<file path="config.mk">
export PLATFORM = sky130hd
export DESIGN_NAME = mdu_ctrl
export DESIGN_NICKNAME = d
export VERILOG_FILES = /design/src/rtl/mdu_ctrl_pkg.sv /design/src/rtl/mdu_ctrl_div_iter.sv /design/src/rtl/mdu_ctrl.sv
export SDC_FILE = /design/constraint.sdc
export NUM_CORES = 2
export LEC_CHECK = 0
export CORE_ASPECT_RATIO = 0.8
export CORE_MARGIN = 10
export CORE_UTILIZATION = 34
export DETAILED_ROUTE_END_ITERATION = 12
export DONT_BUFFER_PORTS = 1
export SLEW_MARGIN = 25
export SYNTH_ARGS = -nofsm -noshare
export SYNTH_HDL_FRONTEND = slang
export SYNTH_SLANG_ARGS = --single-unit
</file>
<file path="constraint.sdc">
create_clock -name clk -period 10.05 [get_ports clk]
set_input_delay 1.5075 -clock clk [delete_from_list [all_inputs] [get_ports clk]]
set_output_delay 1.5075 -clock clk [all_outputs]
set_load 0.005 [all_outputs]
</file>
<file path="src/rtl/mdu_ctrl_pkg.sv">
// -----------------------------------------------------------------------------
// mdu_ctrl_pkg
// Shared constants for the multiply/divide unit: op encodings as issued by EX,
// the controller FSM state codes, the divider step count and a small helper
// for taking operand magnitudes.
// -----------------------------------------------------------------------------
package mdu_ctrl_pkg;

  // Operation codes on the op input; bit 1 selects divide, bit 0 selects unsigned.
  typedef enum logic [1:0] {
    MDU_MULT  = 2'b00,
    MDU_MULTU = 2'b01,
    MDU_DIV   = 2'b10,
    MDU_DIVU  = 2'b11
  } mdu_op_e;

  typedef enum logic [1:0] {
    S_IDLE = 2'b00,
    S_MUL  = 2'b01,
    S_DIV  = 2'b10,
    S_DONE = 2'b11
  } mdu_state_e;

  // One quotient bit is produced per step.
  localparam int MDU_DIV_STEPS = 32;

  // Magnitude of a 32-bit operand. For signed ops the two's complement of a
  // negative value is taken; 0x80000000 maps onto itself, which is the correct
  // unsigned magnitude.
  function automatic logic [31:0] mag32(input logic [31:0] v, input logic is_signed);
    return (is_signed && v[31]) ? (~v + 32'd1) : v;
  endfunction

endpackage

</file>
<file path="src/rtl/mdu_ctrl_div_iter.sv">
// -----------------------------------------------------------------------------
// div_iter
// Restoring radix-2 unsigned divider core, one quotient bit per clock.
// Ports:
//   clk, resetn          clock, asynchronous active-low reset
//   load                 capture dividend/divisor magnitudes, clear counter
//   step                 perform one shift/trial-subtract iteration
//   dividend, divisor    unsigned operand magnitudes (sampled on load)
//   quot, rem            current quotient / partial remainder
//   last_step            high while the final iteration is being performed
// -----------------------------------------------------------------------------
module div_iter
  import mdu_ctrl_pkg::*;
#(
  parameter int DIV_STEPS = MDU_DIV_STEPS
) (
  input  logic        clk,
  input  logic        resetn,
  input  logic        load,
  input  logic        step,
  input  logic [31:0] dividend,
  input  logic [31:0] divisor,
  output logic [31:0] quot,
  output logic [31:0] rem,
  output logic        last_step
);

  localparam int CW = $clog2(DIV_STEPS + 1);

  logic [31:0]   divisor_q;
  logic [31:0]   rem_q;
  logic [31:0]   quot_q;
  logic [CW-1:0] count_q;
  logic [32:0]   rem_shift;
  logic [32:0]   trial;

  // Shift the next dividend bit into the remainder and trial-subtract the
  // divisor. The partial remainder is always below the divisor, so the shifted
  // value fits 33 bits and bit 32 of the difference is a reliable borrow.
  always_comb begin
    rem_shift = {rem_q, quot_q[31]};
    trial     = rem_shift - {1'b0, divisor_q};
  end

  // The quotient register doubles as the dividend shift register: dividend
  // bits leave at the top while quotient bits enter at the bottom.
  always_ff @(posedge clk or negedge resetn) begin
    if (!resetn) begin
      divisor_q <= '0;
      rem_q     <= '0;
      quot_q    <= '0;
      count_q   <= '0;
    end else if (load) begin
      divisor_q <= divisor;
      rem_q     <= '0;
      quot_q    <= dividend;
      count_q   <= '0;
    end else if (step) begin
      if (!trial[32]) begin
        rem_q  <= trial[31:0];
        quot_q <= {quot_q[30:0], 1'b1};
      end else begin
        rem_q  <= rem_shift[31:0];
        quot_q <= {quot_q[30:0], 1'b0};
      end
      count_q <= count_q + 1'b1;
    end
  end

  assign quot      = quot_q;
  assign rem       = rem_q;
  assign last_step = (count_q == CW'(DIV_STEPS - 1));

endmodule

</file>
<file path="src/rtl/mdu_ctrl.sv">
// -----------------------------------------------------------------------------
// mdu_ctrl
// Multiply/divide controller owning the architectural HI/LO registers.
// Ports:
//   clk, resetn          clock, asynchronous active-low reset
//   start, op            MULT/MULTU/DIV/DIVU request from EX (held while stalled)
//   rs_val, rt_val       multiplicand/dividend, multiplier/divisor
//   mthi, mtlo, wdata    direct HI/LO writes
//   flush                abort whatever is in flight, suppress HI/LO writes
//   stall                holds IF..EX while an operation is outstanding
//   done                 one-cycle pulse in the commit cycle
//   hi, lo               architectural HI/LO
// -----------------------------------------------------------------------------
module mdu_ctrl
  import mdu_ctrl_pkg::*;
#(
  parameter int DIV_STEPS = MDU_DIV_STEPS
) (
  input  logic        clk,
  input  logic        resetn,
  input  logic        start,
  input  logic [1:0]  op,
  input  logic [31:0] rs_val,
  input  logic [31:0] rt_val,
  input  logic        mthi,
  input  logic        mtlo,
  input  logic [31:0] wdata,
  input  logic        flush,
  output logic        stall,
  output logic        done,
  output logic [31:0] hi,
  output logic [31:0] lo
);

  mdu_state_e  state_q, state_d;
  mdu_op_e     op_q;
  logic [31:0] rs_q, rt_q;
  logic [63:0] prod_q;
  logic        accept;
  logic        load_div;
  logic        step_div;
  logic        div_last;
  logic        mul_signed;
  logic        div_signed;
  logic [31:0] div_quot, div_rem;
  logic [31:0] quot_fix, rem_fix;
  logic [63:0] result;

  assign accept   = (state_q == S_IDLE) && start && !flush;
  assign load_div = accept && op[1];
  assign step_div = (state_q == S_DIV) && !flush;

  div_iter #(
    .DIV_STEPS (DIV_STEPS)
  ) u_div_iter (
    .clk       (clk),
    .resetn    (resetn),
    .load      (load_div),
    .step      (step_div),
    .dividend  (mag32(rs_val, ~op[0])),
    .divisor   (mag32(rt_val, ~op[0])),
    .quot      (div_quot),
    .rem       (div_rem),
    .last_step (div_last)
  );

  // Next-state and handshake outputs. Flush overrides everything: it kills the
  // stall so EX can be replaced and it vetoes the commit.
  always_comb begin
    state_d = state_q;
    stall   = 1'b0;
    done    = 1'b0;
    case (state_q)
      S_IDLE: begin
        if (start) begin
          stall   = 1'b1;
          state_d = op[1] ? S_DIV : S_MUL;
        end
      end
      S_MUL: begin
        stall   = 1'b1;
        state_d = S_DONE;
      end
      S_DIV: begin
        stall = 1'b1;
        if (div_last) state_d = S_DONE;
      end
      S_DONE: begin
        done    = 1'b1;
        state_d = S_IDLE;
      end
      default: state_d = S_IDLE;
    endcase
    if (flush) begin
      state_d = S_IDLE;
      stall   = 1'b0;
      done    = 1'b0;
    end
  end

  // State register.
  always_ff @(posedge clk or negedge resetn) begin
    if (!resetn) state_q <= S_IDLE;
    else         state_q <= state_d;
  end

  // Raw operands and op are kept for the multiplier and the sign fix-up; they
  // only change when a new operation is accepted, so the held EX instruction
  // cannot disturb an operation in flight.
  always_ff @(posedge clk or negedge resetn) begin
    if (!resetn) begin
      op_q <= MDU_MULT;
      rs_q <= '0;
      rt_q <= '0;
    end else if (accept) begin
      op_q <= mdu_op_e'(op);
      rs_q <= rs_val;
      rt_q <= rt_val;
    end
  end

  assign mul_signed = (op_q == MDU_MULT);
  assign div_signed = (op_q == MDU_DIV);

  // Single-cycle multiply: sign- or zero-extend both operands to 64 bits so one
  // truncated 64x64 product serves both MULT and MULTU.
  always_ff @(posedge clk or negedge resetn) begin
    if (!resetn) begin
      prod_q <= '0;
    end else if (state_q == S_MUL) begin
      prod_q <= {{32{mul_signed & rs_q[31]}}, rs_q} * {{32{mul_signed & rt_q[31]}}, rt_q};
    end
  end

  // The quotient is negative when the operand signs differ and the remainder
  // follows the dividend; this also yields 0x80000000 / -1 = 0x80000000 rem 0.
  always_comb begin
    quot_fix = (div_signed && (rs_q[31] ^ rt_q[31])) ? (~div_quot + 32'd1) : div_quot;
    rem_fix  = (div_signed && rs_q[31]) ? (~div_rem + 32'd1) : div_rem;
    result   = op_q[1] ? {rem_fix, quot_fix} : prod_q;
  end

  // HI/LO: a commit takes priority over a simultaneous MTHI/MTLO; a flush
  // suppresses every write to the architectural registers.
  always_ff @(posedge clk or negedge resetn) begin
    if (!resetn) begin
      hi <= '0;
      lo <= '0;
    end else if (done) begin
      hi <= result[63:32];
      lo <= result[31:0];
    end else if (!flush) begin
      if (mthi) hi <= wdata;
      if (mtlo) lo <= wdata;
    end
  end

endmodule

</file>
==> impl_metrics.csv <==
group,metric,value,unit
status,status,"finished clean",
sta,worstMarginPinSlew,1110,ps
synthesis,synthArstFlopShare,100,%
critical_path,critPathKind,"reg -> reg",
global_route,met3_usage,4.41,%
synthesis,synth_warnings,0,
sta,finClkSkew,28.9,ps
synthesis,synth_seq_cells,298,
routing,drt_iter0_drc,3471,
die,core,0.160,mm2
global_route,grt_util_met1,27.8,%
global_route,overflow,0,
final_layout,multi_input_area,0.0416,mm2
routing,vias,42100,
clock_network,clk_path_buf_depth,3,
die,fp.dieW,470,um
clock_network,htree_levels,2,
critical_path,worstSetupEndpointType,"flop",
final_layout,seqCellArea,0.00747,mm2
clock_network,cts_resized,0,
sta,tns,0,ps
final_layout,drive_gt1_share,4.40,%
sta,min_period,9200,ps
min_path,worstHoldPathType,"reg -> reg",
clock_network,cts_num_sinks,298,
die,initial_core_util,34.4,%
synthesis,synthFlopType,"dfrtp_1",
synthesis,seq_area_frac_synth,13.5,%
synthesis,syn_area,0.0550,mm2
global_route,first_global_vias,43700,
routing,wl,172,mm
final_layout,fillers,16200,
placement,place_congestion,0.923,
sta,drv_slew,0,
global_route,grt_max_degree,299,
placement,portBuffers,0,
clock_network,cts_tree,"yes",
die,num_rows,131,
sta,fmax,0.109,GHz
clock_network,cts-root-buf,"clkbuf_16",
sta,max-slew-margin-rel,26.1,%
placement,dp_hpwl,141,mm
routing,route.detailed.drc,0,
die,dieArea,0.178,mm2
sta,rsz0062_at_grt,"no",
clock_network,clk_latency,580,ps
sta,period_share,91.6,%
clock_network,postCtsHoldBufs,0,
synthesis,synthCells,6280,
clock_network,numCtsBuffers,38,
synthesis,syn_area_per_cell,8.76,um2
clock_network,clkTransAtPathRegs,60,ps
clock_network,post_cts_buffers,0,
global_route,use_met2,28.6,%
critical_path,cp.required,10510,ps
critical_path,arrival,9660,ps
routing,antenna_left,0,
final_layout,syn_to_final_growth,6.38,%
global_route,top_usage_layer,"met2",
global_route,grt_usage,19.1,%
flow_run,drv_cap,0,
final_layout,num-nets-final,7549,
routing,wl_per_cell,20.9,um
global_route,grt_pass1_wl,270,mm
synthesis,synth_cell_type_count,78,
sta,hold_viol,0,
routing,first_pass_iters,5,
synthesis,synth.net_count,7765,
sta,setup_viol,0,
die,die_height,380,um
routing,via_per_inst,5.11,
synthesis,synth_edf_count,0,
critical_path,path_max_fanout,19,
critical_path,critPathLaunchType,"flop",
die,ios,170,
global_route,antenna_found_initial,7,
[sequential cells by signal (all words and copies together) (netlist names)]
signal                count
u_div_iter.quot          32
hi                       32
u_div_iter.count_q        6
state_q                   2
u_div_iter.rem           32
lo                       32
prod_q                   64
rt_q                     32
u_div_iter.divisor_q     32
rs_q                     32
op_q                      2
[cells in the final DEF, fill, tap and decap left out, types with 109 or more instances in the layout]
| master | count |
|---|---|
| fa_1 | 1125 |
| o21ai_0 | 201 |
| nand2_1 | 1220 |
| and2_1 | 270 |
| nor2_1 | 247 |
| buf_4 | 109 |
| inv_1 | 1249 |
| a21oi_1 | 237 |
| ha_1 | 254 |
| dfrtp_1 | 291 |
| xnor2_1 | 132 |
[final timing paths]
kind / from / end / slack [ps] / cells after the start
hold reg to reg: prod_q[9] / prod_q[9] / 490 / 1
max in group asynchronous: resetn / rt_q[6] / 8810 / 0
setup / recovery: op_q[1] / prod_q[55] / 850 / 27
setup reg to reg: op_q[1] / prod_q[55] / 850 / 27
min in group asynchronous: resetn / hi[21] / 660 / 0
hold / removal: prod_q[9] / prod_q[9] / 490 / 1
[cell type report]
| type | instances | share of cell area, % |
|---|---|---|
| Multi-Input combinational cell | 4366 | 71.0 |
| Clock buffer | 51 | 1.84 |
| Clock inverter | 17 | 0.397 |
| Timing Repair Buffer | 109 | 1.40 |
| Inverter | 1251 | 8.02 |
| Tap cell | 2128 | 4.55 |
| Antenna cell | 5 | 0.0214 |
| Sequential cell | 298 | 12.8 |
[cells in the mapped netlist (all sizes together), types with 6 or more instances]
library cell / count / area (um2)
inv: 1249 / 4690
nand2: 1221 / 4580
fa: 1126 / 22500
clkbuf: 351 / 1320
dfrtp: 298 / 7460
and2: 271 / 1700
ha: 255 / 3190
nor2: 248 / 931
a21oi: 238 / 1190
o21ai: 212 / 1060
xnor2: 133 / 1170
xor2: 75 / 664
a211oi: 59 / 473
a21o: 51 / 384
mux2: 51 / 574
a31oi: 47 / 309
nor3: 38 / 195
and3: 34 / 213
nand3: 32 / 160
or3: 20 / 125
a311oi: 18 / 164
o31ai: 18 / 135
nand4: 17 / 106
nor2b: 17 / 106
or4: 17 / 128
nand2b: 16 / 100
nor4: 16 / 113
buf: 14 / 77.6
o21bai: 14 / 105
o41ai: 14 / 130
mux2i: 13 / 130
o21a: 12 / 90.1
nor3b: 8 / 60.1
or2: 8 / 50.1
a211o: 7 / 61.3
o211ai: 6 / 45.0
[metrics by stage]
step	std cells	utilization [%]	hold slack, ps	area (um2)	setup slack, ps
3_5_place_dp	8152	35.7	473	57200	861
6_report	8225	36.6	486	58500	846
3_3_place_gp	8152	35.7	470	57200	938
2_1_floorplan	6280	-	450	55000	1580
5_1_grt	8224	36.6	508	58500	307
4_1_cts	8220	36.5	486	58500	843
[per-layer routing]
layer	vias to the layer above	share of wire, %	wire length [um]
met5	-	0.0076	13
met4	2	2.8	4810
met1	21700	45	77200
met3	217	9.6	16400
met2	1642	43	73300
li1	18500	-	-
[cell families (layout without fill, tap and decap cells)]
| logic type | count (synthesis) | count (layout) | synth area share, % |
|---|---|---|---|
| AO/OA/AOI/OAI | 740 | 740 | 8.30 |
| XOR/XNOR | 208 | 208 | 3.34 |
| adder cells (fa/ha/maj) | 1381 | 1381 | 46.8 |
| buffers and inverters | 1616 | 1428 | 11.1 |
| flip-flops | 298 | 298 | 13.5 |
| multiplexers | 64 | 64 | 1.28 |
| other | 0 | 5 | 0 |
| AND/OR/NAND/NOR | 1973 | 1973 | 15.7 |
[worst max-delay path, stage by stage (launching register included)]
cell and delay [ps]:
dfrtp_4 470, nor2_1 90, buf_4 290, and2_0 170, buf_4 240, nand2_1 120
inv_1 180, fa_1 490, fa_1 620, fa_2 500, inv_1 400, fa_1 870
inv_1 360, fa_1 560, fa_1 540, inv_1 50, fa_1 450, fa_1 480
inv_1 40, ha_1 350, a21o_1 210, a21oi_1 150, o21bai_1 140, a2111oi_0 570
o21bai_1 180, a21oi_1 210, xnor2_1 80, mux2_2 260
Power is left out: the tool's default activity adds up to more than one toggle a clock period on the data nets, which glitch-free logic cannot reach.
